--- config.mk ---
export PLATFORM = sky130hd
export DESIGN_NAME = tpu_result_drain
export DESIGN_NICKNAME = d
export VERILOG_FILES = /design/src/rtl/tpu_result_drain.sv
export SDC_FILE = /design/constraint.sdc
export NUM_CORES = 1
export LEC_CHECK = 0
export ABC_AREA = 1
export CELL_PAD_IN_SITES_DETAIL_PLACEMENT = 0
export CELL_PAD_IN_SITES_GLOBAL_PLACEMENT = 2
export CORE_MARGIN = 2
export CORE_UTILIZATION = 29
export DETAILED_ROUTE_END_ITERATION = 10
export HOLD_SLACK_MARGIN = 0.12
export PLACE_DENSITY = 0.86
export SKIP_LAST_GASP = 1
export SLEW_MARGIN = 25
export SYNTH_ARGS = -nofsm -noshare
export SYNTH_HDL_FRONTEND = slang
export SYNTH_SLANG_ARGS = --single-unit
export TNS_END_PERCENT = 1
--- constraint.sdc ---
create_clock -name clk -period 11.4 [get_ports clk]
set_input_delay 2.28 -clock clk [delete_from_list [all_inputs] [get_ports clk]]
set_output_delay 2.28 -clock clk [all_outputs]
set_load 0.02 [all_outputs]
--- src/rtl/tpu_result_drain.sv ---
// tpu_result_drain: captures the systolic array's LANES result words once per
// completed computation and streams the first n = min(matrix_N, LANES) of
// them out over a valid/ready interface, one word per beat, with lane index.
//
// Optional feature macro: TPU_DRAIN_RELU_EN (when defined, negative words are
// emitted as zero; the capture buffer still holds raw values).
//
// Ports:
//   clk        rising-edge clock
//   reset      asynchronous, active-high reset
//   matrix_N   requested result lane count, sampled at capture (clamped to LANES)
//   arr_ready  array completion flag (level, sticky until reset)
//   P          array result words, stable while arr_ready is high
//   out_valid  output beat valid
//   out_ready  consumer accepts the beat
//   out_data   result word of the current beat
//   out_idx    lane index of the current beat
//   out_last   final beat of the result set
//   busy       high while capturing, draining or signalling done
//   done       one-cycle pulse after the last beat is accepted
module tpu_result_drain #(
  parameter int unsigned DATA_W = 16,
  parameter int unsigned LANES  = 16,
  localparam int unsigned IDX_W = $clog2(LANES)
) (
  input  logic                          clk,
  input  logic                          reset,
  input  logic [5:0]                    matrix_N,
  input  logic                          arr_ready,
  input  logic [LANES-1:0][DATA_W-1:0]  P,
  output logic                          out_valid,
  input  logic                          out_ready,
  output logic [DATA_W-1:0]             out_data,
  output logic [IDX_W-1:0]              out_idx,
  output logic                          out_last,
  output logic                          busy,
  output logic                          done
);

  // n ranges 0..LANES, so it needs one more bit than a lane index.
  localparam int unsigned CNT_W = $clog2(LANES + 1);
  localparam logic [5:0]       LanesN = 6'(LANES);
  localparam logic [CNT_W-1:0] LanesC = CNT_W'(LANES);

  typedef enum logic [2:0] {
    StIdle,
    StCapture,
    StDrain,
    StDone,
    StWaitLow
  } state_e;

  state_e                         state_q, state_d;
  logic [IDX_W-1:0]               k_q, k_d;
  logic [CNT_W-1:0]               n_q, n_d;
  logic [LANES-1:0][DATA_W-1:0]   res_q;
  logic                           cap_en;
  logic [CNT_W-1:0]               n_clamp;
  logic                           is_last;
  logic [DATA_W-1:0]              word;

  assign n_clamp = (matrix_N > LanesN) ? LanesC : matrix_N[CNT_W-1:0];
  // n_q >= 1 whenever we are in StDrain, so n_q - 1 cannot wrap there.
  assign is_last = (state_q == StDrain) && (CNT_W'(k_q) == (n_q - CNT_W'(1)));
  assign word    = res_q[k_q];

  always_ff @(posedge clk or posedge reset) begin
    if (reset) begin
      state_q <= StIdle;
      k_q     <= '0;
      n_q     <= '0;
      res_q   <= '0;
    end else begin
      state_q <= state_d;
      k_q     <= k_d;
      n_q     <= n_d;
      if (cap_en) res_q <= P;
    end
  end

  always_comb begin
    state_d = state_q;
    k_d     = k_q;
    n_d     = n_q;
    cap_en  = 1'b0;
    unique case (state_q)
      StIdle: begin
        if (arr_ready) state_d = StCapture;
      end
      StCapture: begin
        cap_en  = 1'b1;
        n_d     = n_clamp;
        k_d     = '0;
        state_d = (n_clamp == '0) ? StDone : StDrain;
      end
      StDrain: begin
        if (out_ready) begin
          if (is_last) state_d = StDone;
          else         k_d     = k_q + 1'b1;
        end
      end
      StDone: begin
        state_d = StWaitLow;
      end
      StWaitLow: begin
        // arr_ready is sticky; wait for it to fall so the same result is not recaptured.
        if (!arr_ready) state_d = StIdle;
      end
      default: state_d = StIdle;
    endcase
  end

  // Outputs depend only on registered state and the register-indexed buffer mux.
  always_comb begin
    out_valid = 1'b0;
    out_data  = '0;
    out_idx   = '0;
    out_last  = 1'b0;
    busy      = 1'b0;
    done      = 1'b0;
    if (state_q == StDrain) begin
      out_valid = 1'b1;
      out_idx   = k_q;
      out_last  = is_last;
`ifdef TPU_DRAIN_RELU_EN
      out_data  = word[DATA_W-1] ? '0 : word;
`else
      out_data  = word;
`endif
    end
    busy = (state_q == StCapture) || (state_q == StDrain) || (state_q == StDone);
    done = (state_q == StDone);
  end

endmodule
==> qor.txt, run 1 <==
GLOBAL ROUTE
-------------------------------------------------------------------------------------------------
Total global-route track usage .....................................................        0.203
Number of global-route vias before repair ..........................................        11867
Global-route wire length before repair .............................................      72.2 mm
Grt total ovfl .....................................................................            0
Maximum number of pins on one net before global-route repair .......................          258
Number of antenna violations at the first check in global routing ..................            0

TIMING
-------------------------------------------------------------------------------------------------
Min Clock Period, post-route .......................................................      5990 ps
RSZ-0062 raised after global routing ...............................................           no
Share of the clock period used by the worst path ...................................        0.526
Final Hold Fails ...................................................................            0
Min Hold Slack .....................................................................       466 ps
Setup clock skew after layout ......................................................      14.0 ps
Final-layout setup total negative slack ............................................         0 ps
Max-slew violations ................................................................            0
Worst Max-Slew Pin Slew ............................................................      1060 ps
Relative slew margins ..............................................................        0.295
Fmax achieved ......................................................................      167 MHz
Setup violations, final ............................................................            0

WORST SETUP PATH
-------------------------------------------------------------------------------------------------
Worst setup slack for register-to-register paths ...................................      8540 ps
Worst setup EP type ................................................................ primary output
Maximum fanout along the worst path ................................................           88
Critical Path Start ................................................................       k_q[0]
Peak per-stage delay on the critical path ..........................................       740 ps
Cells traversed along the worst timing path ........................................ buf_4, o21ai_0, o211ai_1, nand3_1, a21oi_1, clkdlybuf4s50_1
Critical Path Source Type ..........................................................    flip-flop
Arrival time at the worst endpoint .................................................      3710 ps
Crit Reg-Reg Startpoint ............................................................   state_q[2]
Category of the most critical setup path ........................................... flip-flop to primary output
Required time at the endpoint of the critical path .................................      9120 ps
Endpoint of the worst-slack reg-to-reg timing path .................................    res_q[77]
R2R cell count .....................................................................            6
Number of cells on the critical path ...............................................            6
Cell at the slowest stage of the critical path ..................................... sky130_fd_sc_hd__buf_4
End point of the critical path .....................................................  out_data[8]
Buf/Inv on CP ......................................................................            2
Kind of cell adding the most delay to the critical path ............................ buffers and inverters

CLOCKING
-------------------------------------------------------------------------------------------------
PostCTS Resize Cnt .................................................................            0
H-Tree Depth .......................................................................            2
Insertion delay to the later sink of the worst-skew pair ...........................       510 ps
Hold_buf cts .......................................................................            0
TritonCTS clock tree ...............................................................        built
Maximum number of buffers from clock root to sink ..................................            3
Clock slew at the register clock pins of the worst setup and hold paths ............        60 ps
CTS Buf Count ......................................................................           34
Total number of clock tree sinks ...................................................          268
Clk Tree Root Cell ................................................................. sky130_fd_sc_hd__clkbuf_16
Post-CTS setup-driven buffer insertion count .......................................            0

MIN PATH
-------------------------------------------------------------------------------------------------
Class of the most critical hold timing path ........................................ flip-flop to flip-flop
Hold Path Cell Cnt .................................................................            2
Source of the worst hold timing path ...............................................    res_q[20]

FLOORPLANNING
-------------------------------------------------------------------------------------------------
DIE AREA ...........................................................................  0.0459 mm^2
Number of top-level pins ...........................................................          290
Die extent in y ....................................................................       214 um
Total number of placement rows .....................................................           77
Die width ..........................................................................       214 um
Core Footprint .....................................................................  0.0439 mm^2
Effective utilization at floorplan .................................................        0.292

LOGIC SYNTHESIS
-------------------------------------------------------------------------------------------------
Post-synthesis register bit count ..................................................          268
Synth Warn # .......................................................................            0
Fraction of the mapped netlist area in compound gates ..............................        0.129
Post-synthesis share of cell area spent on xor and xnor gates ......................      0.00137
Share of flip-flops with an asynchronous set or reset after synthesis ..............         1.00
Post-Syn Instances .................................................................         1674
Post-synth EDFFs ...................................................................            0
Number of distinct library cell variants in the gate-level netlist after synthesis .           27
Prevailing post-synth register cell ................................................ sky130_fd_sc_hd__dfrtp_1
Mux contribution to synthesized area ...............................................            0
Fraction of the mapped netlist area in adder cells .................................      0.00195
Post-Syn Area ......................................................................  0.0128 mm^2
Average cell area after synthesis ..................................................    7.67 um^2
Largest family of logic cells by synthesized area .................................. simple AND/OR/NAND/NOR gates
Synthesized Nets ...................................................................         1942
Post-synthesis simple-gate area fraction ...........................................        0.265
Proportion of synthesized chip area in sequential cells ............................        0.523

DRT
-------------------------------------------------------------------------------------------------
Drt pass-1 iters ...................................................................            5
Routed met1 length .................................................................      22.4 mm
Drt wl/cell ........................................................................      18.6 um
Total number of vias ...............................................................        11671
Wire length on met2 ................................................................      21.0 mm
Antenna violation net count after detailed routing .................................            0
Post-route DRC violation count .....................................................            0
Aggregate routed wire length .......................................................      46.8 mm
Highest metal layer with signal wires ..............................................         met4
Count of routing violations after the opening detailed-route iteration .............          928
Avg Vias per Cell ..................................................................         4.64
Routed wire length on met3 .........................................................      2.64 mm

LAYOUT
-------------------------------------------------------------------------------------------------
Net total in the final layout ......................................................         2166
Antenna Diode Count ................................................................            0
Post-layout instance count excluding filler cells ..................................         2515
Share of layout cells above drive strength 1 .......................................       0.0432
Commonest non-fill, non-tap cell in the layout ..................................... sky130_fd_sc_hd__nand2_1
Most frequent cells in the layout .................................................. sky130_fd_sc_hd__nand2_1, sky130_fd_sc_hd__clkdlybuf4s50_1, sky130_fd_sc_hd__dfrtp_1
Fill count .........................................................................         4631
FF+latch area ...................................................................... 0.00672 mm^2
Final core utilization .............................................................        0.394
Area taken by multi-input logic gates .............................................. 0.00510 mm^2
Synthesis-to-finish area growth ....................................................        35.0%

PLACE
-------------------------------------------------------------------------------------------------
Total placed cells including tap cells .............................................         2452
Input/output buffers ...............................................................          289
Routability congestion estimate ....................................................        0.812
Detailed Place HPWL ................................................................      32.7 mm

POWER AND IR DROP
-------------------------------------------------------------------------------------------------
Maximum resistive drop on vdd ......................................................     0.157 mV
PD cells ...........................................................................  277 mW/mm^2
Total Power Consumption ............................................................    0.00481 W
Leakage power figure ...............................................................      8.04 nW

OUTCOME
-------------------------------------------------------------------------------------------------
Run status .........................................................................    completed

RUN
-------------------------------------------------------------------------------------------------
Maximum capacitance violations .....................................................            0

==> through the flow <==
stage / instance area (um^2) / worst slack (ps)
6_report: 17300 / 5410
2_1_floorplan: 12800 / 1740
4_1_cts: 17300 / 5400
3_5_place_dp: 16000 / 5990
3_3_place_gp: 16000 / 5930
5_1_grt: 17300 / 5170
==> kinds of logic (layout without fill, tap and decap cells) <==
group	after synthesis	after routing
xor+xnor	2	2
compound gates	302	302
buf+inv	239	488
flops	268	268
simple gates	861	861
fa+ha+maj	2	2
==> worst register-to-register path, stage by stage (launching register included) <==
cell,delay (ps)
sky130_fd_sc_hd__dfrtp_1,450
sky130_fd_sc_hd__nor3_4,350
sky130_fd_sc_hd__buf_12,700
sky130_fd_sc_hd__buf_4,650
sky130_fd_sc_hd__buf_16,320
sky130_fd_sc_hd__nand2_1,180
sky130_fd_sc_hd__o21ai_0,100
==> synth_stat cells, types with 2 or more instances <==
master,number,area share
sky130_fd_sc_hd__nand2_1,649,0.19
sky130_fd_sc_hd__dfrtp_1,268,0.52
sky130_fd_sc_hd__o21ai_0,186,0.073
sky130_fd_sc_hd__inv_1,121,0.035
sky130_fd_sc_hd__nor2_1,104,0.030
sky130_fd_sc_hd__nand3_1,95,0.037
sky130_fd_sc_hd__buf_2,83,0.032
sky130_fd_sc_hd__o211ai_1,55,0.032
sky130_fd_sc_hd__a21oi_1,53,0.021
sky130_fd_sc_hd__clkbuf_1,18,0.0053
sky130_fd_sc_hd__o21ai_1,7,0.0027
sky130_fd_sc_hd__buf_4,5,0.0029
sky130_fd_sc_hd__inv_2,5,0.0015
sky130_fd_sc_hd__nand4_1,5,0.0024
sky130_fd_sc_hd__buf_1,3,0.00088
sky130_fd_sc_hd__nand2_2,3,0.0015
sky130_fd_sc_hd__buf_6,2,0.0018
sky130_fd_sc_hd__ha_1,2,0.0019
sky130_fd_sc_hd__xor2_1,2,0.0014
==> final cells by class <==
cell class,count,share of cell area
inverter,127,0.0284
timing repair buffer,300,0.176
clock buffer,50,0.0609
multi-input combinational,1167,0.294
tap,592,0.0427
sequential,268,0.388
clock inverter,11,0.0108
==> power breakdown <==
group | internal, W | switching [W] | total [W]
Clock | 0.000755 | 0.000422 | 0.00118
Sequential | 0.00142 | 0.000238 | 0.00166
Combinational | 0.000651 | 0.00132 | 0.00197
==> flip-flops by register name, summed over array words and instances, names as in the netlist <==
register	flops
k_q	4
state_q	3
res_q	256
n_q	5
==> worst min-delay path by stage <==
stage	endpoint	slack, ps
2_1_floorplan	res_q[111]	440
3_3_place_gp	res_q[219]	450
3_5_place_dp	res_q[253]	450
4_1_cts	res_q[253]	470
5_1_grt	res_q[17]	480
6_report	res_q[20]	470
==> per-layer routing <==
layer  vias to the layer above  GRT usage
li1                       5772          -
met1                      5535      0.294
met2                       316      0.318
met3                        48     0.0366
met4                         0     0.0424
met5                         -          0
No activity file was read; power rests on OpenSTA's default activity.
==> inputs of run 2 (changes only) <==
--- a/config.mk
+++ b/config.mk
@@ -9,10 +9,10 @@
 export CELL_PAD_IN_SITES_DETAIL_PLACEMENT = 0
 export CELL_PAD_IN_SITES_GLOBAL_PLACEMENT = 2
 export CORE_MARGIN = 2
-export CORE_UTILIZATION = 29
+export CORE_UTILIZATION = 26
 export DETAILED_ROUTE_END_ITERATION = 10
 export HOLD_SLACK_MARGIN = 0.12
-export PLACE_DENSITY = 0.86
+export PLACE_DENSITY = 0.82
 export SKIP_LAST_GASP = 1
 export SLEW_MARGIN = 25
 export SYNTH_ARGS = -nofsm -noshare
==> constraint.sdc (replaced) <==
create_clock -name clk -period 5.5 [get_ports clk]
set_input_delay 1.1 -clock clk [delete_from_list [all_inputs] [get_ports clk]]
set_output_delay 1.1 -clock clk [all_outputs]
set_load 0.02 [all_outputs]
==> run 2 against run 1 <==
Against the previous run:
- die area is 11% higher
- global-route usage is 1.5 points lower
- first-iteration DRC count is 10% lower
- core utilization is 4.1 points lower
- routed wire length is 3.5% higher
==> qor.txt, run 2 (synthesized netlist as in run 1, its figures left out) <==
FLOORPLANNING
--------------------------------------------------------------------------------------
DIE AREA ................................................................  0.0511 mm^2
Number of top-level pins ................................................          290
Die extent in y .........................................................       226 um
Die width ...............................................................       226 um
Core Footprint ..........................................................  0.0488 mm^2
Total number of placement rows ..........................................           81
Effective utilization at floorplan ......................................        0.263

CLOCKING
--------------------------------------------------------------------------------------
TritonCTS clock tree ....................................................        built
Total number of clock tree sinks ........................................          268
H-Tree Depth ............................................................            2
Clock slew at the register clock pins of the worst setup and hold paths .        60 ps
Post-CTS setup-driven buffer insertion count ............................            0
Insertion delay to the later sink of the worst-skew pair ................       540 ps
Hold_buf cts ............................................................            0
CTS Buf Count ...........................................................           34
PostCTS Resize Cnt ......................................................            0
Clk Tree Root Cell ...................................................... sky130_fd_sc_hd__clkbuf_16
Maximum number of buffers from clock root to sink .......................            3

LAYOUT
--------------------------------------------------------------------------------------
Biggest regs ............................................................ res_q (256), n_q (5), k_q (4)
Most frequent cells in the layout ....................................... sky130_fd_sc_hd__nand2_1, sky130_fd_sc_hd__clkdlybuf4s50_1, sky130_fd_sc_hd__dfrtp_1
Net total in the final layout ...........................................         2171
Share of layout cells above drive strength 1 ............................       0.0462
Post-layout instance count excluding filler cells .......................         2589
Antenna Diode Count .....................................................            0
Synthesis-to-finish area growth .........................................        34.7%
Commonest non-fill, non-tap cell in the layout .......................... sky130_fd_sc_hd__nand2_1
Largest reg by FF count .................................................        res_q
Flip-flop count of the largest register, all copies and words added .....          256

WORST SETUP PATH
--------------------------------------------------------------------------------------
Kind of cell adding the most delay to the critical path ................. buffers and inverters
Category of the most critical setup path ................................ flip-flop to primary output
Peak per-stage delay on the critical path ...............................       840 ps
Worst setup EP type ..................................................... primary output
Crit Reg-Reg Startpoint .................................................   state_q[2]
Worst setup slack for register-to-register paths ........................      2860 ps
Arrival time at the worst endpoint ......................................      3660 ps
Critical Path Source Type ...............................................    flip-flop
Buf/Inv on CP ...........................................................            2
Maximum fanout along the worst path .....................................           56
Cells traversed along the worst timing path ............................. inv_2, a21oi_1, o21ai_0, nand3_1, nand3_1, a21oi_1, clkdlybuf4s50_1
R2R cell count ..........................................................            7
Cell at the slowest stage of the critical path .......................... sky130_fd_sc_hd__dfrtp_4
Endpoint of the worst-slack reg-to-reg timing path ......................   state_q[0]
Required time at the endpoint of the critical path ......................      4400 ps

GLOBAL ROUTE
--------------------------------------------------------------------------------------
Maximum number of pins on one net before global-route repair ............          212
Global-route wire length before repair ..................................      72.2 mm
Grt total ovfl ..........................................................            0
Total global-route track usage ..........................................        0.188
Number of antenna violations at the first check in global routing .......            1
Number of global-route vias before repair ...............................        11988

TIMING
--------------------------------------------------------------------------------------
Worst Max-Slew Pin Slew .................................................       964 ps
Final-layout setup total negative slack .................................         0 ps
Share of the clock period used by the worst path ........................        0.866
Max-slew violations .....................................................            0
PnR worst setup slack ...................................................       737 ps
Min Hold Slack ..........................................................       464 ps
Relative slew margins ...................................................        0.358
Setup clock skew after layout ...........................................      17.2 ps
Setup violations, final .................................................            0
Fmax achieved ...........................................................      210 MHz
Min Clock Period, post-route ............................................      4760 ps
RSZ-0062 raised after global routing ....................................           no
Final Hold Fails ........................................................            0

POWER AND IR DROP
--------------------------------------------------------------------------------------
Maximum resistive drop on vdd ...........................................     0.409 mV
PD cells ................................................................  564 mW/mm^2
Leakage power figure ....................................................      7.99 nW
Total Power Consumption .................................................    0.00975 W

OUTCOME
--------------------------------------------------------------------------------------
Run status ..............................................................    completed

MIN PATH
--------------------------------------------------------------------------------------
Hold Path Cell Cnt ......................................................            2
Source of the worst hold timing path ....................................    res_q[21]
Class of the most critical hold timing path ............................. flip-flop to flip-flop
Hold Path Sink ..........................................................    res_q[21]

PLACE
--------------------------------------------------------------------------------------
Routability congestion estimate .........................................        0.787
Total placed cells including tap cells ..................................         2530
Minimum setup slack after placement .....................................      1290 ps
Input/output buffers ....................................................          289
Detailed Place HPWL .....................................................      34.3 mm

DRT
--------------------------------------------------------------------------------------
Antenna violation net count after detailed routing ......................            0
Total number of vias ....................................................        11808
Post-route DRC violation count ..........................................            0
Drt wl/cell .............................................................      18.7 um
Aggregate routed wire length ............................................      48.4 mm
Avg Vias per Cell .......................................................         4.56
Count of routing violations after the opening detailed-route iteration ..          835
Drt pass-1 iters ........................................................            5

RUN
--------------------------------------------------------------------------------------
Maximum capacitance violations ..........................................            0

[run 2: routing by layer]
| layer | part of all wire | global-route usage | vias to the layer above |
|---|---|---|---|
| met3 | 0.065 | 0.0463 | 55 |
| met1 | 0.49 | 0.274 | 5665 |
| met2 | 0.42 | 0.278 | 325 |
| met4 | 0.021 | 0.0478 | 2 |
| met5 | 0.00019 | 0 | - |
| li1 | - | - | 5761 |
[run 2: tightest hold or removal path, cell delays in order (launching register included)]
cell and delay [ps]:
sky130_fd_sc_hd__dfrtp_1 340, sky130_fd_sc_hd__nand2_1 50, sky130_fd_sc_hd__nand2_1 40
[run 2: worst max path at each step]
stage	start	to	slack, ps	depth (start not counted)
global route	k_q[1]	out_data[4]	540	7
detailed placement	k_q[1]	out_data[5]	1290	7
global placement	k_q[1]	out_data[6]	1240	6
finish	k_q[1]	out_data[5]	740	7
floorplan	reset	k_q[0]	860	1
CTS	k_q[1]	out_data[5]	690	7
[run 2: layout make-up]
cell class / count / area (um^2)
Clock buffer: 44 / 970
Clock inverter: 14 / 101
Fill cell: 5242 / 31600
Inverter: 127 / 485
Multi-Input combinational cell: 1167 / 5100
Sequential cell: 268 / 6720
Tap cell: 664 / 831
Timing Repair Buffer: 305 / 3080
[run 2: report_power, final]
group	leakage [nW]	total [W]	switching (W)	internal [W]
clock network	0.540	0.00218	0.000891	0.00129
logic	4.15	0.00406	0.00271	0.00136
registers	3.30	0.00351	0.000564	0.00295
[run 2: through the flow]
step | area, um^2 | utilization
4_1_cts | 17300 | 0.353
3_5_place_dp | 16200 | 0.331
3_3_place_gp | 16200 | 0.331
5_1_grt | 17300 | 0.354
2_1_floorplan | 12800 | -
6_report | 17300 | 0.354
==> inputs of run 3 (changes only) <==
--- a/config.mk
+++ b/config.mk
@@ -12,7 +12,7 @@
 export CORE_UTILIZATION = 26
 export DETAILED_ROUTE_END_ITERATION = 10
 export HOLD_SLACK_MARGIN = 0.12
-export PLACE_DENSITY = 0.82
+export PLACE_DENSITY = 0.78
 export SKIP_LAST_GASP = 1
 export SLEW_MARGIN = 25
 export SYNTH_ARGS = -nofsm -noshare
==> run 3 against run 2 <==
Against the previous run:
- core utilization up 0.17 points
- sequential power down 1%
- non-clock buffer count up 1
- cell area up 0.49%
- global-route usage down 0.24 points
- power up 1.5%
- highest routed layer is now met4
==> qor.txt, run 3 (synthesized netlist as in run 1, its figures left out) <==
DRT
--------------------------------------------------------------------------------------
Antenna violation net count after detailed routing ......................            0
Count of routing violations after the opening detailed-route iteration ..         1049
Post-route DRC violation count ..........................................            0
Avg Vias per Cell .......................................................         4.50
Drt pass-1 iters ........................................................            6
Drt wl/cell .............................................................      18.3 um
Aggregate routed wire length ............................................      47.4 mm
Total number of vias ....................................................        11672

OUTCOME
--------------------------------------------------------------------------------------
Run status ..............................................................    completed

FLOORPLANNING
--------------------------------------------------------------------------------------
Core Footprint ..........................................................  0.0488 mm^2
Total number of placement rows ..........................................           81
DIE AREA ................................................................  0.0511 mm^2
Die width ...............................................................       226 um
Effective utilization at floorplan ......................................        0.263
Die extent in y .........................................................       226 um
Number of top-level pins ................................................          290

RUN
--------------------------------------------------------------------------------------
Maximum capacitance violations ..........................................            0

CLOCKING
--------------------------------------------------------------------------------------
Clock slew at the register clock pins of the worst setup and hold paths .        50 ps
Post-CTS setup-driven buffer insertion count ............................            0
CTS Buf Count ...........................................................           34
Total number of clock tree sinks ........................................          268
Clk Tree Root Cell ...................................................... sky130_fd_sc_hd__clkbuf_16
Maximum number of buffers from clock root to sink .......................            3
PostCTS Resize Cnt ......................................................            0
H-Tree Depth ............................................................            2
Insertion delay to the later sink of the worst-skew pair ................       540 ps
TritonCTS clock tree ....................................................        built
Hold_buf cts ............................................................            0

WORST SETUP PATH
--------------------------------------------------------------------------------------
Endpoint of the worst-slack reg-to-reg timing path ......................     res_q[6]
R2R cell count ..........................................................            5
Crit Reg-Reg Startpoint .................................................   state_q[2]
Critical Path Source Type ...............................................    flip-flop
Worst setup slack for register-to-register paths ........................      2850 ps
Required time at the endpoint of the critical path ......................      4400 ps
Category of the most critical setup path ................................ flip-flop to primary output
Arrival time at the worst endpoint ......................................      3630 ps
End point of the critical path ..........................................  out_data[3]
Maximum fanout along the worst path .....................................           54
Critical Path Start .....................................................       k_q[0]
Worst setup EP type ..................................................... primary output

LAYOUT
--------------------------------------------------------------------------------------
Flip-flop count of the largest register, all copies and words added .....          256
Synthesis-to-finish area growth .........................................        35.4%
Commonest non-fill, non-tap cell in the layout .......................... sky130_fd_sc_hd__nand2_1
Net total in the final layout ...........................................         2172
Antenna Diode Count .....................................................            0
Most frequent cells in the layout ....................................... sky130_fd_sc_hd__nand2_1, sky130_fd_sc_hd__clkdlybuf4s50_1, sky130_fd_sc_hd__dfrtp_1
Share of layout cells above drive strength 1 ............................       0.0456
Largest reg by FF count .................................................        res_q
Biggest regs ............................................................ res_q (256), n_q (5), k_q (4)
Fill count ..............................................................         5165
Post-layout instance count excluding filler cells .......................         2592
Final core utilization ..................................................        0.356

TIMING
--------------------------------------------------------------------------------------
Final-layout setup total negative slack .................................         0 ps
Min Clock Period, post-route ............................................      4730 ps
Fmax achieved ...........................................................      212 MHz
Setup clock skew after layout ...........................................      15.6 ps
Max-slew violations .....................................................            0
RSZ-0062 raised after global routing ....................................           no
Setup violations, final .................................................            0
Relative slew margins ...................................................        0.301
Share of the clock period used by the worst path ........................        0.860
Final Hold Fails ........................................................            0
Worst Max-Slew Pin Slew .................................................      1050 ps

PLACE
--------------------------------------------------------------------------------------
Routability congestion estimate .........................................        0.809
Input/output buffers ....................................................          289
Total placed cells including tap cells ..................................         2532
Detailed Place HPWL .....................................................      34.0 mm

GLOBAL ROUTE
--------------------------------------------------------------------------------------
Maximum number of pins on one net before global-route repair ............          238
Number of global-route vias before repair ...............................        11993
Total global-route track usage ..........................................        0.186
Grt total ovfl ..........................................................            0
Number of antenna violations at the first check in global routing .......            0
Global-route wire length before repair ..................................      71.7 mm

MIN PATH
--------------------------------------------------------------------------------------
Class of the most critical hold timing path ............................. flip-flop to flip-flop

POWER AND IR DROP
--------------------------------------------------------------------------------------
Leakage power figure ....................................................      8.03 nW
Maximum resistive drop on vdd ...........................................     0.240 mV
PD cells ................................................................  570 mW/mm^2
Total Power Consumption .................................................    0.00990 W

[run 3: worst min path at each step]
stage	startpoint	to	depth (start not counted)
2_1_floorplan	res_q[111]	res_q[111]	2
6_report	res_q[30]	res_q[30]	2
5_1_grt	res_q[164]	res_q[164]	2
3_5_place_dp	res_q[30]	res_q[30]	2
3_3_place_gp	res_q[63]	res_q[63]	2
4_1_cts	res_q[30]	res_q[30]	2
[run 3: final cells by class]
class	count	area [um^2]	area share
Timing Repair Buffer	306	3060	0.176
Inverter	127	485	0.0279
Multi-Input combinational cell	1167	5100	0.293
Clock buffer	52	1080	0.0623
Tap cell	664	831	0.0478
Sequential cell	268	6720	0.387
Clock inverter	8	97.6	0.00562
[run 3: power breakdown]
| group | total [W] | switching, W | internal (W) | leakage (nW) |
|---|---|---|---|---|
| clock | 0.00234 | 0.000891 | 0.00145 | 0.586 |
| combinational | 0.00410 | 0.00274 | 0.00135 | 4.14 |
| sequential | 0.00346 | 0.000514 | 0.00295 | 3.30 |
[run 3: layer usage]
layer	up-vias	share of wire	wire length, um	global-route usage
met4	0	0.026	1220	0.0531
met1	5510	0.48	22700	0.268
met5	-	0	0	0
li1	5770	-	-	-
met3	59	0.058	2750	0.0370
met2	333	0.44	20700	0.281
[run 3: stage by stage]
step,instance area [um^2],setup WS (ps),hold slack (ps)
3_3_place_gp,16200,1320,451
6_report,17400,772,465
2_1_floorplan,12800,861,437
4_1_cts,17400,702,468
5_1_grt,17400,568,482
3_5_place_dp,16200,1310,455
[run 3: critical path: stages (launching register included)]
cell and delay [ps]:
sky130_fd_sc_hd__dfrtp_4 700, sky130_fd_sc_hd__inv_2 630, sky130_fd_sc_hd__buf_4 350, sky130_fd_sc_hd__nor2_1 70, sky130_fd_sc_hd__o211ai_1 170, sky130_fd_sc_hd__nand3_1 100
sky130_fd_sc_hd__a21oi_1 340, sky130_fd_sc_hd__clkdlybuf4s50_1 690
